### config.mk
export PLATFORM = sky130hd
export DESIGN_NAME = cla_seq_adder
export DESIGN_NICKNAME = d
export VERILOG_FILES = /design/src/rtl/cla_seq_pkg.sv /design/src/rtl/cla.sv /design/src/rtl/cla_seq_adder.sv
export SDC_FILE = /design/constraint.sdc
export NUM_CORES = 1
export LEC_CHECK = 0
export ABC_CLOCK_PERIOD_IN_PS = 2550
export BUFFER_PORTS_ARGS = -buffer_cell sky130_fd_sc_hd__buf_2
export CAP_MARGIN = 0
export CORE_MARGIN = 8
export CORE_UTILIZATION = 54
export DETAILED_ROUTE_END_ITERATION = 10
export PLACE_DENSITY = 0.77
export SLEW_MARGIN = 0
export SYNTH_ARGS = -nofsm -noshare
export SYNTH_HDL_FRONTEND = slang
export SYNTH_SLANG_ARGS = --single-unit
### constraint.sdc
create_clock -name clk -period 2.55 [get_ports clk]
set_input_delay 0.255 -clock clk [delete_from_list [all_inputs] [get_ports clk]]
set_output_delay 0.255 -clock clk [all_outputs]
set_load 0.1 [all_outputs]
### src/rtl/cla_seq_pkg.sv
// Shared types for the sequential CLA adder.
// State encoding and idx sizing helper.
package cla_seq_pkg;

   typedef enum logic [1:0] {
      IDLE = 2'd0,
      RUN  = 2'd1,
      DONE = 2'd2
   } state_t;

   function automatic int NIB_W(input int width);
      int n;
      n = $clog2(width / 4);
      return (n < 1) ? 1 : n;
   endfunction

endpackage

### src/rtl/cla.sv
// 4-bit carry-lookahead adder.
// Purely combinational; carries from generate/propagate.
module cla (
   input  logic [3:0] a,
   input  logic [3:0] b,
   input  logic       cin,
   output logic [3:0] sum,
   output logic       carry
);

   logic [3:0] g;
   logic [3:0] p;
   logic [4:0] c;

   assign g = a & b;
   assign p = a ^ b;

   // lookahead carries, flattened per bit
   always_comb begin
      c[0] = cin;
      c[1] = g[0] | (p[0] & cin);
      c[2] = g[1] | (p[1] & g[0])
           | (p[1] & p[0] & cin);
      c[3] = g[2] | (p[2] & g[1])
           | (p[2] & p[1] & g[0])
           | (p[2] & p[1] & p[0] & cin);
      c[4] = g[3] | (p[3] & g[2])
           | (p[3] & p[2] & g[1])
           | (p[3] & p[2] & p[1] & g[0])
           | (p[3] & p[2] & p[1] & p[0] & cin);
   end

   assign sum   = p ^ c[3:0];
   assign carry = c[4];

endmodule

### src/rtl/cla_seq_adder.sv
// Wide add/sub, one nibble per clock through a
// single shared 4-bit CLA, LSB nibble first.
module cla_seq_adder
   import cla_seq_pkg::*;
#(
   parameter int WIDTH = 16
) (
   input  logic             clk,
   input  logic             rst_n,
   input  logic             in_valid,
   output logic             in_ready,
   input  logic [WIDTH-1:0] in_a,
   input  logic [WIDTH-1:0] in_b,
   input  logic             in_cin,
   input  logic             in_sub,
   output logic             out_valid,
   input  logic             out_ready,
   output logic [WIDTH-1:0] out_sum,
   output logic             out_cout,
   output logic             out_ovf,
   output logic             busy
);

   localparam int NIB = WIDTH / 4;
   localparam int NW  = NIB_W(WIDTH);
   localparam logic [NW-1:0] LAST = NW'(NIB - 1);

   if ((WIDTH % 4) != 0 || WIDTH < 8) begin : g_bad_width
      $error("cla_seq_adder: WIDTH must be 4*n and >= 8");
   end

   state_t           state;
   state_t           state_nx;
   logic [WIDTH-1:0] a_r;
   logic [WIDTH-1:0] b_r;
   logic [WIDTH-1:0] sum_r;
   logic             c_r;
   logic [NW-1:0]    idx;
   logic [3:0]       na;
   logic [3:0]       nb;
   logic [3:0]       ns;
   logic             nc;
   logic             accept;

   assign na = a_r[4*idx +: 4];
   assign nb = b_r[4*idx +: 4];

   cla u_cla (
      .a     (na),
      .b     (nb),
      .cin   (c_r),
      .sum   (ns),
      .carry (nc)
   );

   assign accept = (state == IDLE) & in_valid;

   // state register
   always_ff @(posedge clk or negedge rst_n) begin
      if (!rst_n) state <= IDLE;
      else        state <= state_nx;
   end

   // next state and handshake decode
   always_comb begin
      state_nx  = state;
      in_ready  = 1'b0;
      out_valid = 1'b0;
      unique case (state)
         IDLE: begin
            in_ready = 1'b1;
            if (in_valid) state_nx = RUN;
         end
         RUN: begin
            if (idx == LAST) state_nx = DONE;
         end
         DONE: begin
            out_valid = 1'b1;
            if (out_ready) state_nx = IDLE;
         end
         default: state_nx = IDLE;
      endcase
   end

   assign busy = (state != IDLE);

   // operand latch and per-nibble accumulate
   always_ff @(posedge clk or negedge rst_n) begin
      if (!rst_n) begin
         a_r   <= '0;
         b_r   <= '0;
         sum_r <= '0;
         c_r   <= 1'b0;
         idx   <= '0;
      end else if (accept) begin
         a_r <= in_a;
         b_r <= in_sub ? ~in_b : in_b;
         c_r <= in_sub ? 1'b1 : in_cin;
         idx <= '0;
      end else if (state == RUN) begin
         sum_r[4*idx +: 4] <= ns;
         c_r <= nc;
         idx <= idx + 1'b1;
      end
   end

   assign out_sum  = sum_r;
   assign out_cout = c_r;
   assign out_ovf  =
      (a_r[WIDTH-1] == b_r[WIDTH-1]) &
      (sum_r[WIDTH-1] != a_r[WIDTH-1]);

endmodule

==> results of run 1 <==
[registers in the layout, indices dropped and copies added, names as in the netlist]
signal	cells
out_cout	1
a_r	16
b_r	16
state	2
out_sum	16
idx	2
[per-layer routing]
layer / routed length, um / vias up / GRT usage / part of all wire
met5: 0 / - / 0 / 0
met4: 61 / 0 / 0.0494 / 0.011
met3: 283 / 7 / 0.0363 / 0.051
met2: 2720 / 58 / 0.257 / 0.49
met1: 2520 / 913 / 0.212 / 0.45
li1: - / 881 / - / -
[worst reg2reg max path: cells and delay by family (launching register included)]
| kind | cells | cell delay (ns) |
|---|---|---|
| muxes | 1 | 0.55 |
| AOI/OAI and AO/OA | 3 | 0.75 |
| DFF | 1 | 0.41 |
| and+or+nand+nor | 1 | 0.11 |
| adders and majority gates | 1 | 0.36 |
| buffers and inverters | 1 | 0.18 |
[Yosys cell counts, drive strengths merged]
cell,n
a21oi,18
a22o,14
nand2,15
nor2,22
or2,1
mux4,8
and3,3
mux2,16
xnor2,16
fa,1
a21o,2
o31ai,1
and2b,1
o21ai,9
clkbuf,1
nand3,2
nor4,2
nor3b,2
inv,7
o21bai,1
a211oi,2
buf,9
ha,9
nand2b,1
dfrtp,53
xor2,1
a22oi,1
[cell usage in the layout (no fill, tap or decap), types with 5 or more instances in the layout]
cell type                  Yosys  routed
sky130_fd_sc_hd__xnor2_1      16      16
sky130_fd_sc_hd__a22o_1       14      14
sky130_fd_sc_hd__a21oi_1      18      18
sky130_fd_sc_hd__clkbuf_8      0       5
sky130_fd_sc_hd__inv_1         7       7
sky130_fd_sc_hd__mux4_2        8       8
sky130_fd_sc_hd__nand2_1      15      15
sky130_fd_sc_hd__o21ai_1       4       5
sky130_fd_sc_hd__buf_2         6      58
sky130_fd_sc_hd__nor2_1       22      22
sky130_fd_sc_hd__ha_1          9       9
sky130_fd_sc_hd__mux2_1       16      16
sky130_fd_sc_hd__dfrtp_1      53      53
[stage by stage]
step / std cells / setup WS (ns) / area (um^2) / util / hold WS [ns]
floorplan: 218 / 0.0342 / 2610 / - / -0.0406
global placement: 324 / 0.258 / 2960 / 0.631 / 0.336
detailed placement: 324 / 0.175 / 2960 / 0.631 / 0.350
CTS: 331 / 0.0552 / 3070 / 0.653 / 0.0123
global route: 331 / -0.0319 / 3070 / 0.654 / 0.0433
finish: 331 / 0.0556 / 3070 / 0.654 / -0.0133
[worst max path at each step]
| stage | cells past startpoint | startpoint | end | slack, ns |
|---|---|---|---|---|
| after floorplan | 1 | out_sum[15] | out_ovf | 0.03 |
| after global placement | 7 | idx[0] | out_sum[11] | 0.26 |
| after detailed placement | 7 | idx[0] | out_sum[3] | 0.18 |
| after CTS | 7 | idx[0] | out_sum[3] | 0.06 |
| after global routing | 7 | idx[0] | out_sum[3] | -0.03 |
| final | 7 | idx[0] | out_sum[3] | 0.06 |
[cell families (layout without fill, tap and decap cells)]
kind of cell / after synthesis / after routing / synth area share
flip-flops: 53 / 53 / 0.508
AND/OR/NAND/NOR: 49 / 49 / 0.0939
AO/OA/AOI/OAI: 48 / 48 / 0.121
multiplexers: 24 / 24 / 0.138
XOR/XNOR: 17 / 17 / 0.0570
buffers and inverters: 17 / 76 / 0.0316
adder cells (fa/ha/maj): 10 / 10 / 0.0508
[area by class of cell]
type	count	area, um^2
Tap cell	54	67.6
Sequential cell	53	1330
Inverter	7	26.3
Fill cell	363	1620
Timing Repair Buffer	62	333
Clock buffer	5	68.8
Clock inverter	2	35.0
Multi-Input combinational cell	148	1210
[what timing repair did]
item                       4_1_cts  5_1_grt
setup endpoints to repair        0        3
gates resized for setup          0        1
buffers inserted                 0        0
==> impl_metrics.ini, run 1 <==
[status]
outcome = complete, but fails checks
violations = hold timing

[route]
first_pass_iters = 4
detail_route.wl_per_cell_um = 16.9
drc = 0
via_count = 1859
postRouteWirelength_um = 5590
initialDrtViolationCount = 111
detail_route.vias_per_cell = 5.62
route.antenna.remaining_nets = 0

[setup_path]
worst_ep_arrival_time_ns = 2.67
timing.critical_path.max_delay_family = compound AO/OA/AOI/OAI gates
cpMaxStageDelayCell = sky130_fd_sc_hd__mux4_2
worstPathMaxFanout = 16
chain_of_cells_forming_the_critical_path = buf_12 -> mux4_2 -> ha_1 -> a211oi_2 -> nor2_1 -> o31ai_2 -> o21ai_1
timing.critical_path.required_ns = 2.73
cp-start-kind = flip-flop
cp.buffers_inverters = 1
rr_endpoint = out_sum[3]
timing.rr.start = idx[0]
worst_setup_path_end_kind = flip-flop
worstRegToRegCells = 7
reg2reg_slack_ns = 0.06
worst_path_largest_cell_delay_ns = 0.55
setup.worst_path.class = flip-flop to flip-flop

[floorplanning]
floorplan.rows = 25
io-pin-count = 59
fp.dieArea_mm2 = 0.00732
fp.dieH_um = 85.5
chip_width_um = 85.5
initial_core_util = 0.557
design.core.area_mm2 = 0.00469

[synth]
synth_cells = 218
register_area_share_after_synthesis = 0.508
warnings_synthesis = 0
synthDominantCellAreaShare = 0.508
syn_nets = 266
post_synth_top_area_cell = sky130_fd_sc_hd__dfrtp_1
yosys.cell_types.count = 29
syn_area_mm2 = 0.00261
postSynthAreaPerCell_um2 = 12.0
ys_ff_latch = 53
synth.area.top_cells = sky130_fd_sc_hd__dfrtp_1, sky130_fd_sc_hd__mux2_1, sky130_fd_sc_hd__mux4_2, sky130_fd_sc_hd__xnor2_1, sky130_fd_sc_hd__a22o_1

[sta]
timing.final.setup_violations = 0
max_clock_freq_ghz = 0.401
tightestPinTransition_ns = 0.703
final_max_slew_viol_count = 0
holdWs_ns = -0.0133
final_min_period_over_clock_period = 0.978
finalWorstPathRequiredPeriod_ns = 2.49
hold_violations = 16
finalClockSkew_ns = 0.0122
slew-limit-headroom = 0.532
fin_setup_tns_ns = 0

[clock_network]
cts_made_buffers = 5
postCtsHoldBufs = 0
cts_sinks = 53
clkSlewWorstSetupHoldPaths_ns = 0.10
cts_htree_levels = 2
clockRootBuffer = sky130_fd_sc_hd__clkbuf_8
cts_tree = yes
clk-insertion-delay-late_ns = 0.31
ctsLongestPathBuffers = 2

[place]
dp_hpwl_um = 4250
io_buffer_count = 58
globalplace.congestion = 0.886

[grt]
grt_overflow = 0
initial_antenna_violation_count = 0
first_global_vias = 1992
grt_start_max_net_pins = 50
grt.total_usage = 0.161
grt_first_pass_wirelength_um = 9580

[cells_and_area]
nNetsFinal = 325
area_growth_syn_to_layout_pct = 17.6
n_antenna_cell = 0
drive_above_1_share = 0.307

[run]
max_cap_violations = 0

[min_path]
hold_path_class = primary input to async pin
Power of run 1 is left out: the tool's default activity adds up to more than one toggle a clock period on the data nets, which glitch-free logic cannot reach.
==> run 2: changes to the inputs <==
--- a/config.mk
+++ b/config.mk
@@ -8,7 +8,7 @@
 export ABC_CLOCK_PERIOD_IN_PS = 2550
 export BUFFER_PORTS_ARGS = -buffer_cell sky130_fd_sc_hd__buf_2
 export CAP_MARGIN = 0
-export CORE_MARGIN = 8
+export CORE_MARGIN = 2
 export CORE_UTILIZATION = 54
 export DETAILED_ROUTE_END_ITERATION = 10
 export PLACE_DENSITY = 0.77
==> impl_metrics.ini, run 2 (same netlist as run 1, synthesis figures left out) <==
[status]
outcome = complete, no violations

[cells_and_area]
nNetsFinal = 324
mostFrequentLayoutCell = sky130_fd_sc_hd__buf_2
n_antenna_cell = 0
area_growth_syn_to_layout_pct = 16.9
post_layout_cell_count = 330
drive_above_1_share = 0.301
layout_common_cells = sky130_fd_sc_hd__buf_2, sky130_fd_sc_hd__dfrtp_1, sky130_fd_sc_hd__nor2_1

[setup_path]
timing.critical_path.required_ns = 2.74
worstRegToRegCells = 7
reg2reg_slack_ns = 0.12
setup.worst_path.class = flip-flop to flip-flop
cp-start-kind = flip-flop
worst_ep_arrival_time_ns = 2.63
worstPathMaxFanout = 16
worst_setup_path_end_kind = flip-flop
timing.rr.start = idx[0]
rr_endpoint = out_cout

[run]
max_cap_violations = 0

[route]
via_count = 1823
postRouteWirelength_um = 5110
initialDrtViolationCount = 138
route.antenna.remaining_nets = 0
detail_route.vias_per_cell = 5.52
detail_route.wl_per_cell_um = 15.5
first_pass_iters = 4
drc = 0

[clock_network]
clk-insertion-delay-late_ns = 0.30
postCtsHoldBufs = 0
clockRootBuffer = sky130_fd_sc_hd__clkbuf_8
clkSlewWorstSetupHoldPaths_ns = 0.09
cts_sinks = 53
ctsLongestPathBuffers = 2
cts_made_buffers = 5
cts_tree = yes
cts_htree_levels = 2

[floorplanning]
fp.dieH_um = 73.5
fp.dieArea_mm2 = 0.00541
chip_width_um = 73.5
io-pin-count = 59
initial_core_util = 0.557
floorplan.rows = 25
design.core.area_mm2 = 0.00469

[place]
dp_hpwl_um = 3730
globalplace.congestion = 0.913
io_buffer_count = 58
place.detailed.instances = 323

[grt]
initial_antenna_violation_count = 0
grt_first_pass_wirelength_um = 8430
grt_overflow = 0
grt_start_max_net_pins = 54
grt.total_usage = 0.204
first_global_vias = 1775

[sta]
finalClockSkew_ns = 0.00473
max_clock_freq_ghz = 0.411
tightestPinTransition_ns = 0.659
final_min_period_over_clock_period = 0.953
slew-limit-headroom = 0.561
finalWorstPathRequiredPeriod_ns = 2.43
timing.final.setup_violations = 0
hold_violations = 0
final_max_slew_viol_count = 0
holdWs_ns = 0.0723

[min_path]
hold_path_class = primary input to async pin
==> run 2: through the flow <==
stage               utilization  area, um^2  setup WS, ns  setup TNS (ns)
floorplan                     -        2610        0.0342               0
global placement          0.630        2950         0.255               0
detailed placement        0.630        2950         0.145               0
CTS                       0.649        3040         0.118               0
global route              0.651        3050       -0.0245         -0.0309
finish                    0.651        3050         0.119               0
==> run 2: timing repair <==
item / in CTS / in global routing
endpoints found under the hold margin: 0 / 0
endpoints found under the setup margin: 0 / 1
setup buffers: 0 / 0
resized for setup: 0 / 1
==> run 2: layout make-up <==
cell class	count	area (um^2)
Sequential cell	53	1330
Clock inverter	1	7.51
Timing Repair Buffer	61	325
Tap cell	54	67.6
Clock buffer	6	82.6
Multi-Input combinational cell	148	1220
Inverter	7	26.3
Fill cell	376	1640
==> run 2: layer usage <==
| layer | vias up | share of wire | GRT usage |
|---|---|---|---|
| met5 | - | 0 | 0 |
| met4 | 0 | 0.011 | 0.0606 |
| met3 | 4 | 0.046 | 0.0480 |
| met2 | 56 | 0.49 | 0.338 |
| met1 | 885 | 0.46 | 0.269 |
| li1 | 878 | - | - |
==> run 2: critical path, stage by stage (launching register included) <==
cell and delay, ns:
sky130_fd_sc_hd__dfrtp_1 0.43, sky130_fd_sc_hd__buf_12 0.18, sky130_fd_sc_hd__mux4_2 0.56, sky130_fd_sc_hd__ha_1 0.35
sky130_fd_sc_hd__a21o_1 0.21, sky130_fd_sc_hd__a22oi_1 0.31, sky130_fd_sc_hd__nand2_1 0.09, sky130_fd_sc_hd__a22o_1 0.21
==> run 2: how the worst max path moves through the flow <==
stage	cells after the start	end	startpoint	slack [ns]
after detailed placement	7	out_sum[3]	idx[0]	0.15
after global placement	7	out_sum[11]	idx[0]	0.26
after CTS	7	out_sum[3]	idx[0]	0.12
after floorplan	1	out_ovf	out_sum[15]	0.03
after global routing	7	out_cout	idx[0]	-0.02
final	7	out_cout	idx[0]	0.12
Power of run 2 is left out for the same reason.
==> run 3: changes to the inputs <==
--- a/config.mk
+++ b/config.mk
@@ -5,13 +5,14 @@
 export SDC_FILE = /design/constraint.sdc
 export NUM_CORES = 1
 export LEC_CHECK = 0
+export ABC_AREA = 1
 export ABC_CLOCK_PERIOD_IN_PS = 2550
 export BUFFER_PORTS_ARGS = -buffer_cell sky130_fd_sc_hd__buf_2
 export CAP_MARGIN = 0
 export CORE_MARGIN = 2
 export CORE_UTILIZATION = 54
 export DETAILED_ROUTE_END_ITERATION = 10
-export PLACE_DENSITY = 0.77
+export PLACE_DENSITY = 0.76
 export SLEW_MARGIN = 0
 export SYNTH_ARGS = -nofsm -noshare
 export SYNTH_HDL_FRONTEND = slang
==> impl_metrics.ini, run 3 <==
[status]
outcome = complete, no violations

[place]
place.detailed.instances = 441
globalplace.congestion = 0.860
io_buffer_count = 58
dp_hpwl_um = 4170

[grt]
initial_antenna_violation_count = 0
first_global_vias = 2105
grt.total_usage = 0.218
grt_overflow = 0
grt_first_pass_wirelength_um = 9390
grt_start_max_net_pins = 54

[route]
first_pass_iters = 4
initialDrtViolationCount = 112
detail_route.vias_per_cell = 5.06
drc = 0
route.antenna.remaining_nets = 0
via_count = 2267
postRouteWirelength_um = 5750
detail_route.wl_per_cell_um = 12.8

[synth]
synth_commonest_cells = sky130_fd_sc_hd__nand2_1, sky130_fd_sc_hd__dfrtp_1, sky130_fd_sc_hd__o21ai_0, sky130_fd_sc_hd__nor2_1, sky130_fd_sc_hd__xnor2_1
yosys.cell_types.count = 32
synth_cells = 321
syn_nets = 369
synth_top_flop_cell = sky130_fd_sc_hd__dfrtp_1
edff_count_synth = 0
warnings_synthesis = 0
syn_area_mm2 = 0.00276
postSynthAreaPerCell_um2 = 8.61
post_synth_top_area_cell = sky130_fd_sc_hd__dfrtp_1
synthDominantCellAreaShare = 0.480
ys_ff_latch = 53
synth_most_common_cell = sky130_fd_sc_hd__nand2_1
synth-async-reset-ratio = 1.00
synth.area.top_cells = sky130_fd_sc_hd__dfrtp_1, sky130_fd_sc_hd__nand2_1, sky130_fd_sc_hd__o21ai_0, sky130_fd_sc_hd__xnor2_1, sky130_fd_sc_hd__ha_1
register_area_share_after_synthesis = 0.480

[setup_path]
worst_ep_arrival_time_ns = 2.51
worst_setup_path_end_kind = flip-flop
worstRegToRegCells = 13
worstPathMaxFanout = 23
cp-start-kind = flip-flop
timing.critical_path.required_ns = 2.81
timing.rr.start = idx[0]
rr_endpoint = out_sum[7]
reg2reg_slack_ns = 0.29
setup.worst_path.class = flip-flop to flip-flop

[clock_network]
cts_htree_levels = 2
clk-insertion-delay-late_ns = 0.31
post_cts_resized = 0
cts_tree = yes
cts_made_buffers = 5
ctsLongestPathBuffers = 2
postCtsHoldBufs = 0
clockRootBuffer = sky130_fd_sc_hd__clkbuf_8
cts_setup_buffers = 0
cts_sinks = 53
clkSlewWorstSetupHoldPaths_ns = 0.09

[sta]
fin_setup_tns_ns = 0
hold_violations = 0
max_clock_freq_ghz = 0.443
finalClockSkew_ns = 0.00887
finalWorstPathRequiredPeriod_ns = 2.26
unrepaired_setup_endpoints_after_global_routing = false
final_max_slew_viol_count = 0
tightestPinTransition_ns = 0.658
final_min_period_over_clock_period = 0.886
holdWs_ns = 0.0485
timing.final.setup_violations = 0
slew-limit-headroom = 0.561

[cells_and_area]
post_layout_cell_count = 448
area_growth_syn_to_layout_pct = 15.0
layout_common_cells = sky130_fd_sc_hd__nand2_1, sky130_fd_sc_hd__buf_2, sky130_fd_sc_hd__dfrtp_1
n_antenna_cell = 0
nNetsFinal = 426
mostFrequentLayoutCell = sky130_fd_sc_hd__nand2_1
layout.core_utilization = 0.634
drive_above_1_share = 0.251

[floorplanning]
initial_core_util = 0.551
io-pin-count = 59
fp.dieH_um = 75.5
design.core.area_mm2 = 0.00501
chip_width_um = 75.5
floorplan.rows = 26
fp.dieArea_mm2 = 0.00570

[run]
max_cap_violations = 0

[min_path]
hold_path_class = primary input to async pin
## run 3: cell types whose count changed in the layout (fill, tap and decap cells not counted), moves of 11 or more
cell	delta
sky130_fd_sc_hd__nand2_2	+11
sky130_fd_sc_hd__nand2_1	+73
sky130_fd_sc_hd__a21oi_1	-17
sky130_fd_sc_hd__mux2_1	-16
sky130_fd_sc_hd__o21ai_0	+41
sky130_fd_sc_hd__a22o_1	-14
## run 3: cell type report
type	instances	area, um^2
tap	70	87.6
fill	453	1830
timing repair buffer	63	328
clock buffer	7	86.3
inverter	20	82.6
sequential	53	1330
multi-input combinational	235	1270
## run 3: how the worst max path moves through the flow
stage | from | endpoint | slack, ns | cells past startpoint
3_3_place_gp | idx[0] | out_sum[7] | 0.50 | 13
5_1_grt | idx[0] | out_sum[15] | 0.09 | 13
2_1_floorplan | out_sum[15] | out_ovf | 0.26 | 4
3_5_place_dp | idx[0] | out_sum[7] | 0.45 | 13
4_1_cts | idx[0] | out_sum[7] | 0.33 | 13
6_report | idx[0] | out_sum[7] | 0.29 | 13
## run 3: through the flow
step                      setup WS, ns  area, um^2
final                            0.291        3180
after global routing            0.0853        3180
after CTS                        0.327        3180
after detailed placement         0.451        3090
after global placement           0.495        3090
after floorplan                  0.257        2770
## run 3: layer usage
metal / vias up / global-route usage / routed length [um]
li1: 1150 / - / -
met1: 1056 / 0.282 / 2550
met2: 51 / 0.358 / 2860
met3: 10 / 0.0370 / 224
met4: 0 / 0.0994 / 110
met5: - / 0 / 0
## run 3: logic make-up (layout without fill, tap and decap cells)
group / Yosys count / in the layout / share of synthesized area
fa+ha+maj: 10 / 10 / 0.0480
xor+xnor: 17 / 17 / 0.0539
buf+inv: 33 / 90 / 0.0625
simple gates: 142 / 142 / 0.228
flops: 53 / 53 / 0.480
compound gates: 66 / 66 / 0.127
## run 3: worst max-delay path, stage by stage (launching register included)
cell	delay (ns)
sky130_fd_sc_hd__dfrtp_1	0.41
sky130_fd_sc_hd__inv_2	0.29
sky130_fd_sc_hd__o21ai_0	0.15
sky130_fd_sc_hd__o22ai_1	0.18
sky130_fd_sc_hd__ha_1	0.33
sky130_fd_sc_hd__nand2_1	0.10
sky130_fd_sc_hd__nor2_1	0.05
sky130_fd_sc_hd__nor2_1	0.15
sky130_fd_sc_hd__nand2_1	0.11
sky130_fd_sc_hd__nand2_2	0.10
sky130_fd_sc_hd__nand3_2	0.09
sky130_fd_sc_hd__nor2_2	0.12
sky130_fd_sc_hd__nand2_1	0.07
sky130_fd_sc_hd__nand2_1	0.05
Power of run 3 is left out for the same reason.
